$ cat src/rtl/vms_pkg.sv
// Shared types and constants for the vector memory sequencer.
// Optional stride support is controlled by the VMS_STRIDE_EN macro in the top module.
package vms_pkg;

    localparam int LANES   = 16;
    localparam int LANE_W  = 16;
    localparam int VEC_W   = LANES * LANE_W;
    localparam int ADDR_W  = 16;
    localparam int REG_AW  = 3;
    localparam int LANE_IW = $clog2(LANES);

    typedef logic [LANE_IW-1:0] lane_t;

    localparam lane_t LAST_LANE = lane_t'(LANES - 1);

    typedef enum logic [2:0] {
        ST_IDLE    = 3'd0,
        ST_RD_WAIT = 3'd1,
        ST_STORE   = 3'd2,
        ST_LOAD    = 3'd3,
        ST_WRBACK  = 3'd4,
        ST_DONE    = 3'd5
    } state_e;

endpackage

$ cat src/rtl/vms_if.sv
// Word-wide data-memory port: the sequencer is master, the memory is slave.
interface vms_mem_if;
    import vms_pkg::*;

    logic              mem_req;
    logic              mem_we;
    logic [ADDR_W-1:0] mem_addr;
    logic [LANE_W-1:0] mem_wdata;
    logic              mem_ack;
    logic [LANE_W-1:0] mem_rdata;

    modport master (output mem_req, mem_we, mem_addr, mem_wdata,
                    input  mem_ack, mem_rdata);
    modport slave  (input  mem_req, mem_we, mem_addr, mem_wdata,
                    output mem_ack, mem_rdata);
endinterface

$ cat src/rtl/vms_lane_buffer.sv
// 256-bit lane buffer: whole-vector load, single-lane write, single-lane read mux.
module vms_lane_buffer
    import vms_pkg::*;
(
    input  logic              clk,
    input  logic              rst_n,
    input  logic              load_en,
    input  logic [VEC_W-1:0]  load_data,
    input  logic              wr_en,
    input  lane_t             wr_idx,
    input  logic [LANE_W-1:0] wr_data,
    input  lane_t             rd_idx,
    output logic [LANE_W-1:0] rd_data,
    output logic [VEC_W-1:0]  vec
);

    logic [VEC_W-1:0] vec_q;
    logic [VEC_W-1:0] vec_d;

    // Next buffer contents: full load wins over a lane write.
    always_comb begin
        vec_d = vec_q;
        if (load_en) begin
            vec_d = load_data;
        end else if (wr_en) begin
            vec_d[wr_idx*LANE_W +: LANE_W] = wr_data;
        end else begin
            vec_d = vec_q;
        end
    end

    // Buffer storage; reset clears any partially gathered vector.
    always_ff @(posedge clk or negedge rst_n) begin
        if (!rst_n) begin
            vec_q <= {VEC_W{1'b0}};
        end else begin
            vec_q <= vec_d;
        end
    end

    assign rd_data = vec_q[rd_idx*LANE_W +: LANE_W];
    assign vec     = vec_q;

endmodule

$ cat src/rtl/vector_mem_sequencer.sv
// Moves one vector register to/from data memory, one 16-bit lane per beat.
// Define VMS_STRIDE_EN to add a per-command `stride` input; otherwise unit stride.
module vector_mem_sequencer
    import vms_pkg::*;
(
    input  logic              clk,
    input  logic              rst_n,
    input  logic              start,
    input  logic              op_load,
    input  logic [REG_AW-1:0] vreg,
    input  logic [ADDR_W-1:0] base_addr,
`ifdef VMS_STRIDE_EN
    input  logic [ADDR_W-1:0] stride,
`endif
    output logic              busy,
    output logic              done,
    output logic [REG_AW-1:0] rf_rd_addr,
    input  logic [VEC_W-1:0]  rf_rd_data,
    output logic [REG_AW-1:0] rf_wr_dst,
    output logic [VEC_W-1:0]  rf_wr_data,
    output logic              rf_wr_en,
    vms_mem_if.master         mem
);

    state_e            state_q, state_d;
    lane_t             lane_q, lane_d;
    logic [REG_AW-1:0] vreg_q, vreg_d;
    logic [ADDR_W-1:0] stride_q, stride_d;
    logic              busy_q, busy_d;
    logic              done_q, done_d;
    logic              rf_wr_en_q, rf_wr_en_d;
    logic [REG_AW-1:0] rf_wr_dst_q, rf_wr_dst_d;
    logic              mem_req_q, mem_req_d;
    logic              mem_we_q, mem_we_d;
    logic [ADDR_W-1:0] mem_addr_q, mem_addr_d;
    logic [LANE_W-1:0] mem_wdata_q, mem_wdata_d;

    logic              lbuf_load_s;
    logic              lbuf_wr_s;
    lane_t             lbuf_rd_idx_s;
    logic [LANE_W-1:0] lbuf_rd_s;
    logic [VEC_W-1:0]  lbuf_vec_s;
    logic              beat_ack_s;
    logic [ADDR_W-1:0] stride_in_s;

`ifdef VMS_STRIDE_EN
    assign stride_in_s = stride;
`else
    assign stride_in_s = {{(ADDR_W-1){1'b0}}, 1'b1};
`endif

    assign beat_ack_s    = mem.mem_ack & mem_req_q;
    assign lbuf_rd_idx_s = lane_q + lane_t'(1);

    vms_lane_buffer u_lane_buffer (
        .clk       (clk),
        .rst_n     (rst_n),
        .load_en   (lbuf_load_s),
        .load_data (rf_rd_data),
        .wr_en     (lbuf_wr_s),
        .wr_idx    (lane_q),
        .wr_data   (mem.mem_rdata),
        .rd_idx    (lbuf_rd_idx_s),
        .rd_data   (lbuf_rd_s),
        .vec       (lbuf_vec_s)
    );

    // Next-state and next-output logic; beat addresses advance by stride so no multiplier is needed.
    always_comb begin
        state_d     = state_q;
        lane_d      = lane_q;
        vreg_d      = vreg_q;
        stride_d    = stride_q;
        busy_d      = busy_q;
        done_d      = 1'b0;
        rf_wr_en_d  = 1'b0;
        rf_wr_dst_d = {REG_AW{1'b0}};
        mem_req_d   = mem_req_q;
        mem_we_d    = mem_we_q;
        mem_addr_d  = mem_addr_q;
        mem_wdata_d = mem_wdata_q;
        lbuf_load_s = 1'b0;
        lbuf_wr_s   = 1'b0;
        case (state_q)
            ST_IDLE: begin
                if (start) begin
                    vreg_d     = vreg;
                    stride_d   = stride_in_s;
                    mem_addr_d = base_addr;
                    lane_d     = lane_t'(0);
                    busy_d     = 1'b1;
                    if (op_load) begin
                        state_d   = ST_LOAD;
                        mem_req_d = 1'b1;
                        mem_we_d  = 1'b0;
                    end else begin
                        state_d   = ST_RD_WAIT;
                    end
                end else begin
                    state_d = ST_IDLE;
                end
            end
            ST_RD_WAIT: begin
                lbuf_load_s = 1'b1;
                mem_req_d   = 1'b1;
                mem_we_d    = 1'b1;
                mem_wdata_d = rf_rd_data[LANE_W-1:0];
                state_d     = ST_STORE;
            end
            ST_STORE: begin
                if (beat_ack_s) begin
                    if (lane_q == LAST_LANE) begin
                        state_d     = ST_DONE;
                        lane_d      = lane_t'(0);
                        mem_req_d   = 1'b0;
                        mem_we_d    = 1'b0;
                        mem_addr_d  = {ADDR_W{1'b0}};
                        mem_wdata_d = {LANE_W{1'b0}};
                        busy_d      = 1'b0;
                        done_d      = 1'b1;
                    end else begin
                        lane_d      = lane_q + lane_t'(1);
                        mem_addr_d  = mem_addr_q + stride_q;
                        mem_wdata_d = lbuf_rd_s;
                    end
                end else begin
                    state_d = ST_STORE;
                end
            end
            ST_LOAD: begin
                if (beat_ack_s) begin
                    lbuf_wr_s = 1'b1;
                    if (lane_q == LAST_LANE) begin
                        state_d     = ST_WRBACK;
                        lane_d      = lane_t'(0);
                        mem_req_d   = 1'b0;
                        mem_addr_d  = {ADDR_W{1'b0}};
                        rf_wr_en_d  = 1'b1;
                        rf_wr_dst_d = vreg_q;
                    end else begin
                        lane_d     = lane_q + lane_t'(1);
                        mem_addr_d = mem_addr_q + stride_q;
                    end
                end else begin
                    state_d = ST_LOAD;
                end
            end
            ST_WRBACK: begin
                state_d = ST_DONE;
                busy_d  = 1'b0;
                done_d  = 1'b1;
            end
            ST_DONE: begin
                state_d = ST_IDLE;
            end
            default: begin
                state_d   = ST_IDLE;
                busy_d    = 1'b0;
                mem_req_d = 1'b0;
                mem_we_d  = 1'b0;
            end
        endcase
    end

    // State, counter, captured command fields and registered outputs.
    always_ff @(posedge clk or negedge rst_n) begin
        if (!rst_n) begin
            state_q     <= ST_IDLE;
            lane_q      <= lane_t'(0);
            vreg_q      <= {REG_AW{1'b0}};
            stride_q    <= {ADDR_W{1'b0}};
            busy_q      <= 1'b0;
            done_q      <= 1'b0;
            rf_wr_en_q  <= 1'b0;
            rf_wr_dst_q <= {REG_AW{1'b0}};
            mem_req_q   <= 1'b0;
            mem_we_q    <= 1'b0;
            mem_addr_q  <= {ADDR_W{1'b0}};
            mem_wdata_q <= {LANE_W{1'b0}};
        end else begin
            state_q     <= state_d;
            lane_q      <= lane_d;
            vreg_q      <= vreg_d;
            stride_q    <= stride_d;
            busy_q      <= busy_d;
            done_q      <= done_d;
            rf_wr_en_q  <= rf_wr_en_d;
            rf_wr_dst_q <= rf_wr_dst_d;
            mem_req_q   <= mem_req_d;
            mem_we_q    <= mem_we_d;
            mem_addr_q  <= mem_addr_d;
            mem_wdata_q <= mem_wdata_d;
        end
    end

    // The read port is only claimed in the cycle a store is accepted.
    assign rf_rd_addr = (state_q == ST_IDLE && start && !op_load) ? vreg : {REG_AW{1'b0}};

    assign busy          = busy_q;
    assign done          = done_q;
    assign rf_wr_en      = rf_wr_en_q;
    assign rf_wr_dst     = rf_wr_dst_q;
    assign rf_wr_data    = rf_wr_en_q ? lbuf_vec_s : {VEC_W{1'b0}};
    assign mem.mem_req   = mem_req_q;
    assign mem.mem_we    = mem_we_q;
    assign mem.mem_addr  = mem_addr_q;
    assign mem.mem_wdata = mem_wdata_q;

endmodule
$ cat src/flat_wrapper.sv
// flat-port wrapper written by rule: the top's interface ports become plain ports
module vector_mem_sequencer_flat import vms_pkg::*;
  (clk, rst_n, start, op_load, vreg, base_addr, busy, done, rf_rd_addr, rf_rd_data, rf_wr_dst, rf_wr_data, rf_wr_en, mem_mem_req, mem_mem_we, mem_mem_addr, mem_mem_wdata, mem_mem_ack, mem_mem_rdata);
  vms_mem_if mem_i ();
  input  logic clk;
  input  logic rst_n;
  input  logic start;
  input  logic op_load;
  input  logic [REG_AW-1:0] vreg;
  input  logic [ADDR_W-1:0] base_addr;
  output logic busy;
  output logic done;
  output logic [REG_AW-1:0] rf_rd_addr;
  input  logic [VEC_W-1:0] rf_rd_data;
  output logic [REG_AW-1:0] rf_wr_dst;
  output logic [VEC_W-1:0] rf_wr_data;
  output logic rf_wr_en;
  output wire logic [$bits(mem_i.mem_req)-1:0] mem_mem_req;
  output wire logic [$bits(mem_i.mem_we)-1:0] mem_mem_we;
  output wire logic [$bits(mem_i.mem_addr)-1:0] mem_mem_addr;
  output wire logic [$bits(mem_i.mem_wdata)-1:0] mem_mem_wdata;
  input wire logic [$bits(mem_i.mem_ack)-1:0] mem_mem_ack;
  input wire logic [$bits(mem_i.mem_rdata)-1:0] mem_mem_rdata;
  assign mem_mem_req = mem_i.mem_req;
  assign mem_mem_we = mem_i.mem_we;
  assign mem_mem_addr = mem_i.mem_addr;
  assign mem_mem_wdata = mem_i.mem_wdata;
  assign mem_i.mem_ack = mem_mem_ack;
  assign mem_i.mem_rdata = mem_mem_rdata;
  vector_mem_sequencer u_core (.clk(clk), .rst_n(rst_n), .start(start), .op_load(op_load), .vreg(vreg), .base_addr(base_addr), .busy(busy), .done(done), .rf_rd_addr(rf_rd_addr), .rf_rd_data(rf_rd_data), .rf_wr_dst(rf_wr_dst), .rf_wr_data(rf_wr_data), .rf_wr_en(rf_wr_en), .mem(mem_i));
endmodule
$ cat config.mk
export PLATFORM = sky130hd
export DESIGN_NAME = vector_mem_sequencer_flat
export DESIGN_NICKNAME = d
export VERILOG_FILES = /design/src/rtl/vms_pkg.sv /design/src/rtl/vms_if.sv /design/src/rtl/vms_lane_buffer.sv /design/src/rtl/vector_mem_sequencer.sv /design/src/flat_wrapper.sv
export SDC_FILE = /design/constraint.sdc
export NUM_CORES = 1
export LEC_CHECK = 0
export ABC_CLOCK_PERIOD_IN_PS = 5700
export CORE_AREA = 8 8 228 230
export DETAILED_ROUTE_END_ITERATION = 10
export DIE_AREA = 0 0 236 238
export GPL_ROUTABILITY_DRIVEN = 0
export PLACE_DENSITY = 0.67
export SETUP_SLACK_MARGIN = 0.05
export SKIP_CTS_REPAIR_TIMING = 1
export SYNTH_ARGS = -nofsm -noshare
export SYNTH_HDL_FRONTEND = slang
export SYNTH_SLANG_ARGS = --single-unit
$ cat constraint.sdc
create_clock -name clk -period 5.7 [get_ports clk]
set_clock_uncertainty 0.1 [all_clocks]
set_input_delay 0.855 -clock clk [delete_from_list [all_inputs] [get_ports clk]]
set_output_delay 0.855 -clock clk [all_outputs]
set_load 0.02 [all_outputs]
[After elaboration in Yosys (flattened, before gate mapping)]
Cells that the tools add are included.
Storage, ports and cells
  word-level logic and storage cells: 98
  bits in registers: 307
Cells by class
  equal/unequal tests: 14
  shift-type cells: 3
  bitwise operators: 4
  reduce and logical (&&, ||, !) cells: 18
  muxes and demuxes: 43
  add/subtract/negate cells: 3
Operator list (number)
  $mux 256: 3
  $bwmux 256: 1
  $shift 16x34->256 const A: 1
  $shiftx 16x34->256: 1
  $shiftx 256x9->16: 1
  $mux 16: 5
  $pmux 16 s2: 2
  $neg 8->34: 1
  $mux 3: 8
  $add 16x1->16: 1
  $pmux 3 s5: 1
  $mux 1: 13
  $mux 4: 3
  $reduce_and 5->1: 2
  $ne 2x1->1 const B: 4
  $pmux 1 s4: 2
  $pmux 4 s2: 1
  $eq 3x2->1 const B: 2
  $eq 3x3->1 const B: 2
  $ne 3x3->1 const B: 2
  $reduce_and 2->1: 3
  $reduce_bool 2->1: 3
  $reduce_or 3->1: 2
  $add 4x1->4 const B: 1
  other kinds (14): 20

[Longest topological paths before layout]
Gate-level depths: netlist (run 1).
  word-level depth: 5
  gate-level depth with buffers: 12

[By module]
Synthesis (run 1) repeated with hierarchy kept, for this count alone.
Unflattened totals
  cells, all modules: 1723
  area total of the unflattened synthesis: 18167.4 µm²
Modules (own cells, without submodules)
  vms_lane_buffer: area each 13782.0 µm², cells an instance 1152, instances 1
  vector_mem_sequencer: area each 4385.5 µm², cells an instance 571, instances 1

[Worst setup path after synthesis (run 1)]
OpenSTA, ideal clock, no wires.
  kind: register -> register
  start: reg u_core.lane_q[0]
  end: reg u_core.u_lane_buffer.vec_q[118] (netlist: u_core.u_lane_buffer.vec[118])
  required time: 5.474 ns
  arrival: 2.720 ns
  cell stages (with the launch flop): 11
  clock period less this slack: 2.946 ns
  setup slack: 2.754 ns
  setup time: 0.126 ns
  cell sequence: dfrtp_1 buf_4 buf_4 inv_1 ha_1 buf_2 nand2b_1 a2111oi_4 a21oi_2 buf_6 a221o_1
On the way
  word-level cells in the longest chain between the ends: 5
  elaborated cells on any way between the ends: 6
  those cells by class: add/sub: 1; shift: 2; mux: 3
Ends and longest elaborated chain
  start, declared: line vector_mem_sequencer.sv:26  | lane_t lane_q, lane_d;
  start signal, assigned: line vector_mem_sequencer.sv:169  | lane_q <= lane_t'(0);
  start signal, assigned: line vector_mem_sequencer.sv:182  | lane_q <= lane_d;
  $neg 8->34 (*): line vms_lane_buffer.sv:26  | vec_d[wr_idx*LANE_W +: LANE_W] = wr_data;
  $shiftx 16x34->256 or $shift 16x34->256 (tied branches): line vms_lane_buffer.sv:26
  $bwmux 256 (*): line vms_lane_buffer.sv:26
  $mux 256 (*): line vms_lane_buffer.sv:25  | end else if (wr_en) begin
  $mux 256 (*): line vms_lane_buffer.sv:23  | if (load_en) begin
  end signal, assigned: line vms_lane_buffer.sv:35  | vec_q <= {VEC_W{1'b0}};
  end signal, assigned: line vms_lane_buffer.sv:37  | vec_q <= vec_d;
  end, declared: line vms_lane_buffer.sv:17  | logic [VEC_W-1:0] vec_q;
Mark *: on every way between the ends. The rest lies on a longest branch, timed or not. The select of a mux whose other input is x is not followed.
A chain may end at the register's enable or synchronous reset.

[Final worst setup path (run 1)]
  start: reg u_core.rf_wr_en_q (netlist: u_core.rf_wr_en)
  end: out rf_wr_data[223]
On the way
  word-level cells in the longest chain between the ends: 1
Ends and longest elaborated chain
  start, declared: line vector_mem_sequencer.sv:31  | logic rf_wr_en_q, rf_wr_en_d;
  start signal, assigned: line vector_mem_sequencer.sv:187  | rf_wr_en_q <= rf_wr_en_d;
  $mux 256: line vector_mem_sequencer.sv:203  | assign rf_wr_data = rf_wr_en_q ? lbuf_vec_s : {VEC_W{1'b0}};
  end, declared: line flat_wrapper.sv:16  | output logic [VEC_W-1:0] rf_wr_data;
Every way passes these cells.

==> run summary, run 1 <==
The flow ran to the end, and the final reports show no timing, DRC or antenna violations. Excluding fillers, the count of instances in the completed layout stands at 2888. In this run the core area contains 81 standard-cell rows. The run gives 38 as the clock buffer count from CTS. Together, buffers and inverters on the worst path number 2. Max-capacitance violation count: 0. The overall track demand over capacity in global routing was 0.309; the number of enable-type register cells in the synthesized netlist was 0.

The share of the synthesized area in the top cell type was 0.432; the combinational cell fraction of total power was 0.442. The proportion of synthesized flip-flops having asynchronous set or reset was 1.00; the synthesis-to-layout area growth was 43.4%. For this run the aggregate overflow at the end of global routing stands at 0. After synthesis, the mean cell area works out to 10.4 sq um. Along the worst path, the maximum fanout reaches 99. In this run, the number of DRC markers left after iteration 0 of detailed routing was 2217. The chip height was 238 um. The leakage dissipation was 10.4 nW; the share of the cycle needed by the critical path after routing was 0.713. The type of the setup path with the least slack was flop to primary output. The die area was 0.0562 sq mm. Final hold violation count: 0. The signal on the critical path passes through buf_4, and2_1, clkdlybuf4s50_1. The logs give 3.11 ns for the arrival time at the worst endpoint and 0.203 for the share of total power in the clock network.

The worst setup path is launched from a flop. After detailed routing, the number of remaining DRC violations is 0. On the worst path, the slowest cell contributes a delay of 1.01 ns. The tools report the first-pass GRT wire length as 129000 um. In the post-synthesis netlist, the biggest area contributors are sky130_fd_sc_hd__dfrtp_1 43%, sky130_fd_sc_hd__and2_1 14%, sky130_fd_sc_hd__a221o_1 11%.

sky130_fd_sc_hd__dfrtp_1 takes more of the synthesized area than any other cell. The tools report the final count of pins violating max slew as 0. The endpoint identified for the worst register-to-register timing path is u_core.mem.mem_wdata[13]. For the pin with the worst max-slew slack, the measured transition is 1.24 ns. The tools report the flop-to-flop setup slack as 1.76 ns.

The number of cells on the worst reg-to-reg path is 7. In this run the power density over the cells is 481 mW/mm^2. Sequential-to-total area share from yosys stat: 0.432. Worst path required time: 4.74 ns. Cell with the largest stage delay on the worst path: sky130_fd_sc_hd__dfrtp_4. The tools report the final HPWL from detailed placement as 66600 um. The warning count from the yosys run is 0. In this run, placement finished with an instance count of 2804. In this run the critical register-to-register path is launched from u_core.lane_q[0]. Synthesis handed over a netlist of 1710 instances. The share of total power consumed by net switching came out at 0.415.

Setup violations remaining at the end of the flow were counted as 0. TritonCTS built the clock tree. The path type of the worst min-delay path is input pin to async pin. The routed design has 90200 um of wire. The number of storage elements in the synthesis netlist is 307. Entering global routing, the biggest net connects 131 pins. Initial antenna violation count: 18. The via density per instance works out to 6.12. The total iterations of the first detailed-routing run was 6; the synthesized netlist net count was 2014. The register clock-pin slew on the reported worst setup and hold paths works out to 0.06 ns. For the worst setup slack before clock tree synthesis, the log shows 1.75 ns. The kind of end point of the critical path is a primary output. For this block, the via count after detailed routing is 17685. Cell internal power was estimated by the tool at 7.16 mW. Dividing the detail-routed wire length by the instance count gives 31.2 um.

The tools report the netlist area before placement as 0.0178 sq mm. The sequential share of power is 0.354, and the clock latency on the worst-skew pair is 0.55 ns. After layout, the minimum clock period comes to 4.07 ns. Setup repair after global routing left no endpoint under its margin. The finished cells cover 0.0255 sq mm. The clock passes through at most 3 buffers. The die is 236 um wide. In this run the number of H-tree levels came out at 2. Setup TNS: 0 ns. The number of global-route vias before repair came out at 18165.

Broken down by cell family, the worst path's largest delay share belongs to buffers and inverters. In this run the count of I/O pins placed on the die edge is 595. The tools report the clock net sink count as 307. The placeable core region was 0.0483 sq mm; the post-route worst setup slack was 1.63 ns.

The logs give 2526 for the number of nets in the final layout and 0.000230 V for the worst voltage drop across the vdd grid. The count of antenna-violating nets left after detailed routing was 0. Summed over all nets, the switching power comes to 5.08 mW. The fraction of final layout cells sized beyond drive strength 1 is 0.0933, and the number of distinct library cell variants in the gate-level netlist after synthesis is 63. Predominant post-synthesis flop cell: sky130_fd_sc_hd__dfrtp_1. Input and output buffers added on the ports amount to 594. The starting utilization of the core area was 0.367; the worst relative slew slack was 0.172. The maximum clock frequency was 246 MHz; the cell area after placement was 0.0241 sq mm. CTS placed an instance of sky130_fd_sc_hd__clkbuf_16 at the clock tree root.
==> registers in the layout (all words and copies together), names as in the netlist <==
| register | flops |
|---|---|
| u_core.mem.mem_wdata | 16 |
| u_core.mem.mem_req | 1 |
| u_core.rf_wr_dst | 3 |
| u_core.lane_q | 4 |
| u_core.rf_wr_en | 1 |
| u_core.busy | 1 |
| u_core.mem.mem_addr | 16 |
| u_core.u_lane_buffer.vec | 256 |
| u_core.state_q | 3 |
| u_core.stride_q | 1 |
| u_core.mem.mem_we | 1 |
| u_core.done | 1 |
| u_core.vreg_q | 3 |
==> kinds of logic after synthesis <==
| group | synth area share |
|---|---|
| fa+ha+maj | 0.00563 |
| mux | 0.0877 |
| flops | 0.432 |
| compound gates | 0.188 |
| buf+inv | 0.0500 |
| simple gates | 0.232 |
| xor+xnor | 0.00387 |
==> how the worst max path moves through the flow <==
stage,start,end,slack [ns],cells past startpoint
floorplan,u_core.lane_q[0],u_core.u_lane_buffer.vec[118],2.75,10
global placement,mem_mem_ack,u_core.u_lane_buffer.vec[183],1.83,6
detailed placement,mem_mem_ack,u_core.u_lane_buffer.vec[189],1.75,6
CTS,u_core.rf_wr_en,rf_wr_data[149],1.62,3
global route,u_core.rf_wr_en,rf_wr_data[149],1.51,3
finish,u_core.rf_wr_en,rf_wr_data[223],1.63,3
==> power groups by stage <==
| stage | sequential (mW) | clock, mW | combinational (mW) |
|---|---|---|---|
| 2_1_floorplan | 3.83 | 0 | 3.50 |
| 3_3_place_gp | 4.29 | 0 | 5.27 |
| 3_5_place_dp | 4.31 | 0 | 5.37 |
| 4_1_cts | 4.28 | 2.53 | 5.40 |
| 5_1_grt | 4.42 | 2.60 | 5.74 |
| 6_report | 4.34 | 2.49 | 5.41 |
==> synth_stat cells (10+ instances only) <==
cell	instances
sky130_fd_sc_hd__nor2_1	103
sky130_fd_sc_hd__buf_2	50
sky130_fd_sc_hd__clkbuf_1	94
sky130_fd_sc_hd__dfrtp_1	307
sky130_fd_sc_hd__inv_1	39
sky130_fd_sc_hd__and3_1	18
sky130_fd_sc_hd__a222oi_1	32
sky130_fd_sc_hd__a221o_1	198
sky130_fd_sc_hd__a22oi_1	33
sky130_fd_sc_hd__and2_1	386
sky130_fd_sc_hd__nor3_1	10
sky130_fd_sc_hd__mux4_2	64
sky130_fd_sc_hd__buf_4	13
sky130_fd_sc_hd__o21ai_0	45
sky130_fd_sc_hd__nand3_1	72
sky130_fd_sc_hd__nand2b_1	11
sky130_fd_sc_hd__nand2_1	80
sky130_fd_sc_hd__a21oi_1	22
sky130_fd_sc_hd__and4_1	16
==> routing by layer <==
metal | vias up | share of wire | global-route usage
met3 | 189 | 0.11 | 0.0865
met5 | - | 0.00045 | 0
met4 | 6 | 0.047 | 0.149
met2 | 1134 | 0.46 | 0.487
li1 | 7399 | - | -
met1 | 8957 | 0.39 | 0.390
==> metrics by stage <==
step	hold WS (ns)	utilization	power [mW]
after floorplan	0.344	-	7.33
after global placement	0.379	0.499	9.56
after detailed placement	0.384	0.499	9.68
after CTS	0.286	0.526	12.2
after global routing	0.342	0.527	12.8
final	0.289	0.527	12.2
==> placed cells by master (no fill, tap or decap), drive strengths merged, types with 11 or more instances in the layout <==
cell type / n
a221o: 198
nand3: 72
a22oi: 33
nand2b: 11
dfrtp: 307
a222oi: 32
a21oi: 28
o21ai: 49
nor2: 108
clkdlybuf4s50: 593
and4: 16
nand2: 80
diode: 14
buf: 41
inv: 40
and2: 387
mux4: 64
nor3: 16
clkbuf: 63
and3: 18
==> worst reg2reg max path, delay by kind of cell (launching register included) <==
family,cells,cell delay (ns)
buffers and inverters,2,1.11
adders and majority gates,1,0.39
AOI/OAI and AO/OA,1,0.34
muxes,1,0.83
DFF,1,0.85
and+or+nand+nor,2,0.21
==> cell type report <==
| type | count | area (sq um) |
|---|---|---|
| diodes | 14 | 35.0 |
| clock buffers | 63 | 1260 |
| clock inverters | 7 | 43.8 |
| fillers | 4401 | 22900 |
| inverters | 41 | 154 |
| multi-input cells | 1200 | 9240 |
| flip-flops and latches | 307 | 7690 |
| well taps | 622 | 778 |
| repair buffers | 634 | 6280 |
Power figures use the tool's default switching activity.
==> run 2: changes to the inputs <==
Settings changed: ABC_CLOCK_PERIOD_IN_PS 5700 to 3600, PLACE_DENSITY 0.67 to 0.69.
Clock period 5.7 ns to 3.6 ns, I/O delays scaled along.
==> run summary, run 2 (synthesized netlist as in run 1, its figures left out) <==
The flow ran to the end, and the final reports show no timing, DRC or antenna violations. The routed layout has 17884 vias. In the routed layout, each cell is associated on average with a via count of 6.15. Horizontal die dimension: 236 um. In this run the worst setup path begins at u_core.state_q[1]. The floorplan has 81 rows. The tightest min-delay check is of the flop to flop type. In the layout the commonest cells are 593 x sky130_fd_sc_hd__clkdlybuf4s50_1, 386 x sky130_fd_sc_hd__and2_1, 305 x sky130_fd_sc_hd__dfrtp_1. Setup repair after global routing left no endpoint under its margin. Summed over all layers, the global routing overflow is 0.

The number of global-route vias before repair is 18114. The tools report the arrival time at the worst endpoint as 2.59 ns. The internal power consumption was 11.6 mW. After global routing, the most crowded layer is met2. The run gives 7 as the total iterations of the first detailed-routing run.

The die covers 0.0562 sq mm. The run gives 0.386 as the met1 demand-to-capacity share in global routing. Hold is met by 0.397 ns.

The worst path required time is 2.96 ns. The run gives 10.6 nW as the leakage dissipation. The sequential share of power came out at 0.341.

The placeable core region is 0.0483 sq mm. The hold-critical path depth came out at 1. TritonCTS built the clock tree. In this run the critical register-to-register path is launched from u_core.lane_q[0]. 595 I/O pins were placed. The starting utilization of the core area is 0.367, and the fraction of met2 tracks used by global routing is 0.489. The logs give 0.0258 sq mm for the final design area excluding fillers and 2 for the H-tree depth.

For the total routed wirelength, the log shows 90600 um. The tools report the worst relative slew slack as 0.182. The buffer depth of the longest clock path was 3. The critical-path maximum fanout was 9; the number of I/O port buffers was 594. The startpoint class of the critical path is a flop.

The final hold violation count is 0. The worst hold path begins at u_core.stride_q[0]. The chip height is 238 um. The fraction of final layout cells sized beyond drive strength 1 came out at 0.102.

Summed over all nets, the switching power comes to 8.13 mW. The largest net degree at the start of global routing is 131, and the combined area of the multi-input logic cells is 0.00925 sq mm. The setup TNS came out at 0 ns. After filler insertion, the fill cell instance count of the layout stands at 4232. The tools report the combinational cell fraction of total power as 0.449. The routed wirelength normalized by instance count works out to 31.2 um. Leading cell type in the layout, fill and taps excluded: sky130_fd_sc_hd__clkdlybuf4s50_1. After layout, the minimum clock period comes to 3.23 ns.

The share of the cycle needed by the critical path after routing was 0.898; the fraction of met3 tracks used by global routing was 0.0866. For the number of nets in the final layout, the log shows 2549. For the worst-skew pair, the clock arrives at the later sink with an insertion delay of 0.55 ns. The run gives 0.210 as the share of total power in the clock network.

CTS saw 307 sinks. The share of total power consumed by net switching is 0.413. After the first detailed-routing iteration, the DRC count stood at 2003. The cell area after placement was 0.0244 sq mm. The run gives 0 as the final count of pins violating max slew. The count of antenna-violating nets left after detailed routing was 0. The number of setup violations in the final report was 0; the first-pass GRT wire length was 129000 um.

The max-capacitance violation count came out at 0. Clock tree synthesis inserted a total of 38 buffers. For the initial antenna violation count, the log shows 11.

The overall track demand over capacity in global routing came out at 0.308. Derived from the worst setup path, the maximum achievable clock frequency is 309 MHz. The number of flip-flops in the largest register was 256. The depth of the most critical reg-to-reg path works out to 7. The critical path is of the flop to primary output type.

For this design the ratio of total power to cell area is 765 mW/mm^2. Synthesis-to-layout area growth: 45.0%. Clock tree synthesis selected as its root buffer the cell sky130_fd_sc_hd__clkbuf_16. The slew at the pin closest to its max-slew limit was 1.22 ns.

The worst voltage drop across the vdd grid was 0.000608 V; the final standard cell count with taps included and fillers excluded was 2908. Clock-pin slew was measured on the worst setup and hold paths at 0.06 ns. The number of placed instances, taps included, is 2826. The tools report the register cell area after layout as 0.00769 sq mm. The run gives 0 as the number of remaining DRC errors. The tools report the final HPWL from detailed placement as 67300 um. STA classifies the critical path endpoint as a primary output.
[run 2: worst paths after layout]
| check | slack, ns | to |
|---|---|---|
| min in group asynchronous | 0.52 | u_core.u_lane_buffer.vec[94] |
| max reg2reg | 0.46 | u_core.u_lane_buffer.vec[96] |
| max in group asynchronous | 1.93 | u_core.u_lane_buffer.vec[111] |
| max | 0.37 | rf_rd_addr[0] |
| min reg2reg | 0.40 | u_core.stride_q[0] |
| min | 0.40 | u_core.stride_q[0] |
[run 2: critical path, stage by stage, from the launching register on]
cell                              delay (ns)
sky130_fd_sc_hd__dfrtp_1                0.52
sky130_fd_sc_hd__buf_4                  0.24
sky130_fd_sc_hd__nor4_1                 0.47
sky130_fd_sc_hd__and2_1                 0.21
sky130_fd_sc_hd__clkdlybuf4s50_1        0.61
[run 2: power groups by stage]
| stage | clock [mW] | combinational (mW) | sequential, mW |
|---|---|---|---|
| 2_1_floorplan | 0 | 5.55 | 6.06 |
| 3_3_place_gp | 0 | 8.66 | 6.62 |
| 3_5_place_dp | 0 | 8.80 | 6.67 |
| 4_1_cts | 4.18 | 8.84 | 6.63 |
| 5_1_grt | 4.30 | 9.42 | 6.83 |
| 6_report | 4.14 | 8.85 | 6.71 |
[run 2: stage by stage]
stage	worst slack, ns	power [mW]	utilization
floorplan	0.654	11.6	-
detailed placement	0.232	15.5	0.504
finish	0.368	19.7	0.533
CTS	0.285	19.6	0.532
global placement	0.335	15.3	0.504
global route	0.245	20.6	0.533
[run 2: cell type report]
| type | instances | share of cell area |
|---|---|---|
| clock buffers | 57 | 0.0457 |
| clock inverters | 12 | 0.00656 |
| inverters | 41 | 0.00598 |
| multi-input cells | 1200 | 0.359 |
| flip-flops and latches | 307 | 0.299 |
| diodes | 12 | 0.00117 |
| well taps | 622 | 0.0302 |
| repair buffers | 657 | 0.253 |
[run 2: per-layer routing]
layer	part of all wire	wire, um
met1	0.38	34800
met2	0.46	41600
met3	0.11	9560
met4	0.051	4630
met5	0.00012	11
